$ cat src/rtl/pc_sequencer_pkg.sv
// Shared encodings for the PC sequencer: branch conditions, trap causes, FSM states.
// Pure definitions; no logic, no latency, no flow control.
package pc_sequencer_pkg;

    typedef enum logic [1:0] {
        COND_BEQ  = 2'd0,
        COND_BNE  = 2'd1,
        COND_BLEZ = 2'd2,
        COND_BGTZ = 2'd3
    } cond_mode_e;

    localparam logic [1:0] CAUSE_OVF   = 2'd0;
    localparam logic [1:0] CAUSE_OPC   = 2'd1;
    localparam logic [1:0] CAUSE_RSVD  = 2'd2;
    localparam logic [1:0] CAUSE_ALIGN = 2'd3;

    typedef enum logic {
        ST_RUN  = 1'b0,
        ST_TRAP = 1'b1
    } state_e;

endpackage

$ cat src/rtl/pc_cond_eval.sv
// Branch condition evaluator from ALU flags; purely combinational, no backpressure.
module pc_cond_eval
    import pc_sequencer_pkg::*;
(
    input  logic [1:0] cond_mode,
    input  logic       alu_zero,
    input  logic       alu_neg,
    output logic       cond_true
);

    always_comb begin
        cond_true = 1'b0;
        case (cond_mode_e'(cond_mode))
            COND_BEQ:  cond_true = alu_zero;
            COND_BNE:  cond_true = !alu_zero;
            COND_BLEZ: cond_true = alu_zero | alu_neg;
            COND_BGTZ: cond_true = !alu_zero & !alu_neg;
            default:   cond_true = 1'b0;
        endcase
    end

endmodule

$ cat src/rtl/pc_sequencer.sv
// PC register with source mux, branch qualification and a one-cycle trap state.
// Writes land in pc_q one cycle after the strobe; no backpressure, strobes in TRAP are dropped.
module pc_sequencer
    import pc_sequencer_pkg::*;
#(
    parameter int               WIDTH    = 32,
    parameter int               NSRC     = 6,
    parameter int               SELW     = 3,
    parameter logic [WIDTH-1:0] RESET_PC = '0,
    parameter logic [WIDTH-1:0] EXC_VEC  = WIDTH'(32'h0000_00FC)
) (
    input  logic                  clk,
    input  logic                  reset,
    input  logic [NSRC*WIDTH-1:0] src_in,
    input  logic [SELW-1:0]       pc_sel,
    input  logic                  pc_write,
    input  logic                  pc_write_cond,
    input  logic [1:0]            cond_mode,
    input  logic                  alu_zero,
    input  logic                  alu_neg,
    input  logic                  exc_req,
    input  logic [1:0]            exc_code,
    output logic [WIDTH-1:0]      pc_next,
    output logic [WIDTH-1:0]      pc_q,
    output logic [WIDTH-1:0]      epc_q,
    output logic [1:0]            cause_q,
    output logic                  trap_active,
    output logic                  sel_err
);

    state_e           state_q, state_d;
    logic [WIDTH-1:0] pc_d, epc_d;
    logic [1:0]       cause_d;
    logic             sel_err_q, sel_err_d;
    logic             sel_ok;
    logic             cond_true;
    logic             do_write;

    // Out-of-range selects fall back to the current PC so the mux never latches.
    always_comb begin
        pc_next = pc_q;
        sel_ok  = 1'b0;
        for (int k = 0; k < NSRC; k++) begin
            if (pc_sel == SELW'(k)) begin
                pc_next = src_in[k*WIDTH +: WIDTH];
                sel_ok  = 1'b1;
            end
        end
    end

    pc_cond_eval u_cond_eval (
        .cond_mode (cond_mode),
        .alu_zero  (alu_zero),
        .alu_neg   (alu_neg),
        .cond_true (cond_true)
    );

    assign do_write    = pc_write | (pc_write_cond & cond_true);
    assign trap_active = (state_q == ST_TRAP);
    assign sel_err     = sel_err_q;

    always_comb begin
        state_d   = state_q;
        pc_d      = pc_q;
        epc_d     = epc_q;
        cause_d   = cause_q;
        sel_err_d = sel_err_q;
        case (state_q)
            ST_RUN: begin
                if (exc_req) begin
                    epc_d   = pc_q;
                    cause_d = exc_code;
                    state_d = ST_TRAP;
                end else if (do_write) begin
                    if (!sel_ok) begin
                        sel_err_d = 1'b1;
                    end else if (pc_next[1:0] != 2'b00) begin
                        epc_d   = pc_q;
                        cause_d = CAUSE_ALIGN;
                        state_d = ST_TRAP;
                    end else begin
                        pc_d = pc_next;
                    end
                end
            end
            ST_TRAP: begin
                // Vector table has one word per cause; sum wraps at WIDTH bits.
                pc_d    = EXC_VEC + (WIDTH'(cause_q) << 2);
                state_d = ST_RUN;
            end
            default: state_d = ST_RUN;
        endcase
    end

    always_ff @(posedge clk) begin
        if (reset) begin
            state_q   <= ST_RUN;
            pc_q      <= RESET_PC;
            epc_q     <= '0;
            cause_q   <= '0;
            sel_err_q <= 1'b0;
        end else begin
            state_q   <= state_d;
            pc_q      <= pc_d;
            epc_q     <= epc_d;
            cause_q   <= cause_d;
            sel_err_q <= sel_err_d;
        end
    end

endmodule

$ cat config.mk
export PLATFORM = sky130hd
export DESIGN_NAME = pc_sequencer
export DESIGN_NICKNAME = d
export VERILOG_FILES = /design/src/rtl/pc_sequencer_pkg.sv /design/src/rtl/pc_cond_eval.sv /design/src/rtl/pc_sequencer.sv
export SDC_FILE = /design/constraint.sdc
export NUM_CORES = 1
export LEC_CHECK = 0
export ABC_AREA = 1
export CELL_PAD_IN_SITES_DETAIL_PLACEMENT = 2
export CELL_PAD_IN_SITES_GLOBAL_PLACEMENT = 2
export CORE_ASPECT_RATIO = 0.8
export CORE_MARGIN = 2
export CORE_UTILIZATION = 18
export DETAILED_ROUTE_END_ITERATION = 16
export PLACE_DENSITY_LB_ADDON = 0.1
export SLEW_MARGIN = 20
export SYNTH_ARGS = -nofsm -noshare
export SYNTH_HDL_FRONTEND = slang
export SYNTH_SLANG_ARGS = --single-unit
$ cat constraint.sdc
create_clock -name clk -period 2 [get_ports clk]
set_input_delay 0.3 -clock clk [delete_from_list [all_inputs] [get_ports clk]]
set_output_delay 0.3 -clock clk [all_outputs]
set_load 0.02 [all_outputs]
## After elaboration in Yosys (flattened, before gate mapping)

Index checks and enable logic that the tools add are counted.

| operators by class | value |
|---|---|
| mux-type cells | 31 |
| bitwise gates (word level) | 7 |
| magnitude comparators | 0 |
| equality and inequality tests | 12 |
| add/sub/neg operators | 1 |
| shifts and indexed selects | 0 |
| divide/modulo/power cells | 0 |
| reduce and logical (&&, ||, !) cells | 11 |
| multipliers | 0 |

Operators by type and width:

| kind | number |
|---|---|
| $mux 32 | 14 |
| $pmux 32 s2 | 1 |
| $reduce_and 4->1 | 3 |
| $mux 1 | 10 |
| $add 8x4->9 const A | 1 |
| $mux 2 | 4 |
| $ne 2x2->1 const B | 4 |
| $reduce_bool 2->1 | 4 |
| $eq 3x2->1 const B | 2 |
| $eq 3x3->1 const B | 2 |
| $eq 2x2->1 const B | 2 |
| $pmux 1 s4 | 1 |
| $eq 3x1->1 const B | 1 |
| $logic_not 3->1 | 1 |
| $not 1->1 | 3 |
| $and 1x1->1 | 2 |
| $eq 2x1->1 const B | 1 |
| $logic_not 1->1 | 2 |
| $logic_not 2->1 | 1 |
| $or 1x1->1 | 2 |
| $pmux 1 s2 | 1 |

| storage, ports and cells | value |
|---|---|
| output and inout port bits | 100 |
| word-level logic and storage cells | 67 |
| register bits | 68 |
| latch bits | 0 |
| RAM bits | 0 |
| bits of input ports | 206 |
| memories | 0 |
| ROM bits | 0 |

## Logic depth before layout (Yosys ltp)

| depth | value |
|---|---|
| word-level depth | 13 |
| mapped depth | 15 |

## Cells and area by module

A second synthesis with hierarchy kept.

| unflattened totals | value |
|---|---|
| cell total of the unflattened synthesis | 938 |
| area total of the unflattened synthesis | 5202.5 um2 |

By module, submodules not included:

| module | cells an instance | area an instance (um2) | seq. area each (um2) | times used |
|---|---|---|---|---|
| pc_sequencer | 930 | 5171.2 | 1361.3 | 1 |
| pc_cond_eval | 8 | 31.3 | 0.0 | 1 |

## Least setup slack after synthesis

No wires, ideal clock.

| path | value |
|---|---|
| kind | input port to flip-flop |
| start point | in pc_sel[1] |
| end point | reg pc_q[3] |
| arrival time | 1909 ps |
| slack | 25 ps |
| stages | 12 |
| required time | 1934 ps |
| cells stage by stage | inv_1 -> nor2_1 -> nand2_1 -> buf_2 -> buf_2 -> nand3_1 -> nand3_1 -> nand2_1 -> inv_1 -> o21ai_0 -> o21ai_0 -> nor2_1 |

| on the way | value |
|---|---|
| longest elaborated chain between the ends | 12 |

Ends and longest elaborated chain:

| what | RTL line | text |
|---|---|---|
| start: declaration | pc_sequencer.sv:15 | `input logic [SELW-1:0] pc_sel,` |
| $logic_not 3->1 | pc_sequencer.sv:44 | `if (pc_sel == SELW'(k)) begin` |
| $mux 32 (5 in series) | pc_sequencer.sv:44 |  |
| $mux 32 * | pc_sequencer.sv:44 |  |
| named net pc_next[3] | pc_sequencer.sv:23 | `output logic [WIDTH-1:0] pc_next,` |
| $mux 32 * | pc_sequencer.sv:77 | `end else if (pc_next[1:0] != 2'b00) begin` |
| $mux 32 * | pc_sequencer.sv:75 | `if (!sel_ok) begin` |
| $mux 32 * | pc_sequencer.sv:74 | `end else if (do_write) begin` |
| $mux 32 * | pc_sequencer.sv:70 | `if (exc_req) begin` |
| $pmux 32 s2 * | pc_sequencer.sv:68 | `case (state_q)` |
| end signal: assignment | pc_sequencer.sv:104 | `pc_q <= pc_d;` |
| end: declaration | pc_sequencer.sv:24 | `output logic [WIDTH-1:0] pc_q,` |

The timed path passes the listed nets; every way through them passes the cells marked *. The select of a mux whose other input is x is not followed.
A chain may end at the register's enable or synchronous reset.

## Worst setup path in the final report

| path | value |
|---|---|
| start point | in pc_sel[2] |
| end point | reg pc_q[24] |

| on the way | value |
|---|---|
| longest elaborated chain between the ends | 12 |

Ends and longest elaborated chain:

| what | RTL line |
|---|---|
| $logic_not 3->1 | pc_sequencer.sv:44 |
| $mux 32 (6 in series) | pc_sequencer.sv:44 |
| $mux 32 | pc_sequencer.sv:77 |
| $mux 32 | pc_sequencer.sv:75 |
| $mux 32 | pc_sequencer.sv:74 |
| $mux 32 | pc_sequencer.sv:70 |
| $pmux 32 s2 | pc_sequencer.sv:68 |

Parallel ways exist; a longest one is shown, timed or not. The select of a mux whose other input is x is not followed.

==> summary.txt <==
Clock network
  • Bufs on Longest Clock Path: 2
  • Clock sinks: 68
  • Clk Latency, worst-skew pair: 0.34 ns
  • H-tree depth: 3
  • CTS buffer count: 9
  • CTS tree: yes
  • Clock transition at the registers of the reported paths: 0.06 ns
  • Root Driver: clkbuf_16

Worst setup path
  • R2R depth: 14
  • Crit path top cell by count: buf_6
  • Max FO, Critical Path: 8
  • CP delay by family, top: buffers and inverters
  • CP peak stage delay: 0.25 ns
  • CP Capture Type: flop
  • CP Buf/Inv Count: 10
  • Critical path depth in cells: 20
  • Worst Path Arrival: 2.38 ns
  • Slowest stage cell, crit path: a21oi_4
  • CP Cell Sequence: buf_8 -> buf_6 -> nor2_4 -> buf_6 -> nand2_4 -> inv_6 -> buf_12 -> buf_6 -> nand2_2 -> nand2_1 -> inv_1 -> nand2_2 -> a21oi_4 -> buf_6 -> nand3_4 -> buf_12 -> nor2_4 -> buf_12 -> nand2_4 -> a21oi_2
  • Critical Path RT: 2.27 ns
  • Setup CP Type: primary input to flop
  • Setup crit start kind: primary input

Power and ir drop
  • Leak: 5.399 nW
  • Sequential share of power: 23.7%
  • Comb power frac: 53.7%
  • Max VDD drop: 0.0004171 V
  • Total power: 0.006604 W
  • Clk pwr share: 22.6%
  • Pint: 0.004110 W
  • Net Sw Power: 0.002495 W
  • Switching Share: 37.78%
  • Power per standard cell area: 561.3 nW/um^2

Layout
  • Non-Filler Instances: 1787
  • Register area: 1361 sq um
  • Layout cells sized above 1: 33.40%
  • Area grow syn2layout: 122.1%
  • Count of filler cells inserted in the layout: 3366
  • Area taken by multi-input logic gates: 3959 sq um
  • Fin nets: 1603

Floorplan
  • Initial Util: 18.17%
  • Die ar.: 30830 sq um
  • Die X: 195.8 microns
  • FP Rows: 56
  • Die height: 157.4 microns
  • I/O Pins: 306
  • Core footprint: 29150 sq um

Min path
  • HP Class: flop to flop
  • Hold path cells: 2

Route
  • Antenna viol nets, final: 0
  • Vias/cell: 4.514
  • Vias: 8067
  • Wire length on met2: 17.73 mm
  • 1st-iter DRT viols: 243
  • Met1 Routed Length: 15.25 mm
  • Drt first pass iters: 4
  • DRT Wirelength: 36.66 mm
  • Highest routed layer: met5
  • WL met3: 2.519 mm
  • DR WL/cell: 20.51 microns
  • DR DRC count: 0

Yosys
  • Synth area leaders: dfxtp_1, nand2_1, nor2_1, inv_1, nand3_1
  • Synth warnings: 0
  • Flops & latches, synth: 68
  • Share of the synthesized area in the top cell type: 25.70%
  • Post-Syn Area per Cell: 5.576 sq um
  • FFs w/ async S/R, synth: 0%
  • Mapped Cells: 950
  • Register area share after synthesis: 25.70%
  • Dominant cell type by area after synthesis: dfxtp_1
  • Synth cell types: 32
  • Post-synth EDFFs: 0
  • Synth Flop Type: dfxtp_1
  • Cell area after synthesis: 5298 sq um
  • Net Count, Synth: 1157

Timing
  • Final min period: 2.106 ns
  • Worst slew pin tran: 0.6280 ns
  • Final Hold Fails: 0
  • Highest clock rate: 474.8 MHz
  • Setup ws final: -0.1063 ns
  • Period utilisation layout: 105.3%
  • Slew Viols, Final: 0
  • Clock Skew: 0.009051 ns
  • Hold slack: 0.4706 ns
  • # setup viols final: 72
  • Worst slew margin: 58.09%
  • RSZ-0062 raised after global routing: yes

Global routing
  • Vias in the first global route: 8590
  • Tot GR Track Use: 22.48%
  • Initial antenna violation count: 14
  • GRT overflow: 0
  • Global-route wire length before repair: 51.31 mm
  • Largest net degree at the start of global routing: 33

Placed design
  • Final GP Congestion: 0.8875
  • Post-DP HPWL: 27.85 mm
  • Inst Count DP: 1708
  • IO Port Bufs: 305
  • Pre-CTS setup slack: -1.038 ns

Job
  • Max_cap viols: 0

Run status
  • Violated checks: setup timing
  • Status: finished, violations left
[layout by cell type (no fill, tap or decap), types with 10 or more instances in the layout]
| cell | Yosys | final |
|---|---|---|
| nand2_2 | 2 | 41 |
| nand2_1 | 294 | 216 |
| a21oi_1 | 40 | 10 |
| o21ai_1 | 0 | 19 |
| o21ai_2 | 0 | 16 |
| nor2_1 | 129 | 106 |
| clkdlybuf4s50_1 | 0 | 269 |
| nand3_2 | 1 | 11 |
| buf_6 | 1 | 52 |
| nand2_4 | 0 | 36 |
| inv_1 | 119 | 98 |
| buf_12 | 0 | 21 |
| clkbuf_16 | 0 | 16 |
| a21oi_2 | 0 | 24 |
| dfxtp_1 | 68 | 68 |
| buf_4 | 3 | 129 |
| nand3_1 | 69 | 58 |
| o211ai_1 | 18 | 18 |
| or2_2 | 16 | 15 |
| inv_2 | 23 | 40 |
| o21bai_1 | 13 | 11 |
| nand4_1 | 33 | 33 |
| nor2_2 | 0 | 19 |
[power groups by stage]
| stage | logic [W] | registers, W | clock network (W) |
|---|---|---|---|
| CTS | 0.00299 | 0.00157 | 0.00154 |
| floorplan | 0.00103 | 0.00175 | 0 |
| finish | 0.00355 | 0.00157 | 0.00149 |
| global route | 0.00381 | 0.00159 | 0.00160 |
| detailed placement | 0.00280 | 0.00160 | 0 |
| global placement | 0.00276 | 0.00159 | 0 |
[sequential cells by signal, summed over array words and instances (netlist names)]
register / cells
pc_q: 32
epc_q: 32
sel_err: 1
cause_q: 2
trap_active: 1
[routing by layer]
layer / GRT usage [%] / vias to the layer above
met5: 0 / -
met4: 6.385 / 8
li1: - / 3873
met2: 40.98 / 240
met1: 25.49 / 3893
met3: 6.664 / 53
[path summary, 6_finish.rpt]
check	from	endpoint	slack, ns
max	pc_sel[2]	pc_q[24]	-0.11
min	sel_err	sel_err	0.47
max reg2reg	pc_q[0]	pc_q[24]	-0.02
min reg2reg	sel_err	sel_err	0.47
[area by class of cell]
cell class	instances	area share [%]
antenna	9	0.1914
clock buffer	14	2.159
clock inverter	2	0.08507
inverter	144	4.764
multi-input combinational	681	33.65
sequential	68	11.57
tap	377	4.009
timing repair buffer	492	43.58
[logic make-up after synthesis]
logic type,share of synthesized area [%]
compound gates,14.19
buf+inv,15.02
simple gates,44.85
flops,25.70
fa+ha+maj,0.2361
[worst register-to-register path, stage by stage, from the launching register on]
cell and delay [ns]:
dfxtp_1 0.32, inv_2 0.09, nand2_1 0.09, nand3_2 0.10
nand3_1 0.09, nand2_2 0.08, nand2_2 0.06, a21oi_4 0.25
buf_6 0.15, nand3_4 0.08, buf_12 0.17, nor2_4 0.13
buf_12 0.16, nand2_4 0.06, a21oi_2 0.12
[metrics by stage]
step / setup TNS (ns) / area (sq um) / utilization, %
after floorplan: 0 / 5298 / -
after global routing: -11.68 / 11750 / 40.32
final: -3.337 / 11770 / 40.37
after global placement: -79.96 / 9731 / 33.38
after detailed placement: -86.01 / 9731 / 33.38
after CTS: -1.800 / 10600 / 36.37
[Yosys cell counts (2+ instances only)]
cell,count
a21boi_0,2
a21oi_1,40
buf_1,8
buf_2,17
buf_4,3
clkbuf_1,27
clkinv_1,2
dfxtp_1,68
inv_1,119
inv_2,23
nand2_1,294
nand2_2,2
nand3_1,69
nand3_4,3
nand3b_1,2
nand4_1,33
nor2_1,129
nor2_4,3
o211ai_1,18
o21a_1,8
o21ai_0,41
o21bai_1,13
o31ai_1,2
or2_2,16
[repair_timing]
item	4_1_cts	5_1_grt
setup buffers	21	19
hold buffers	0	0
gates cloned	8	9
endpoints found under the setup margin	99	99
gates resized for setup	248	261
pin swaps	33	104
Note: power is estimated with default switching activity, not from simulation.
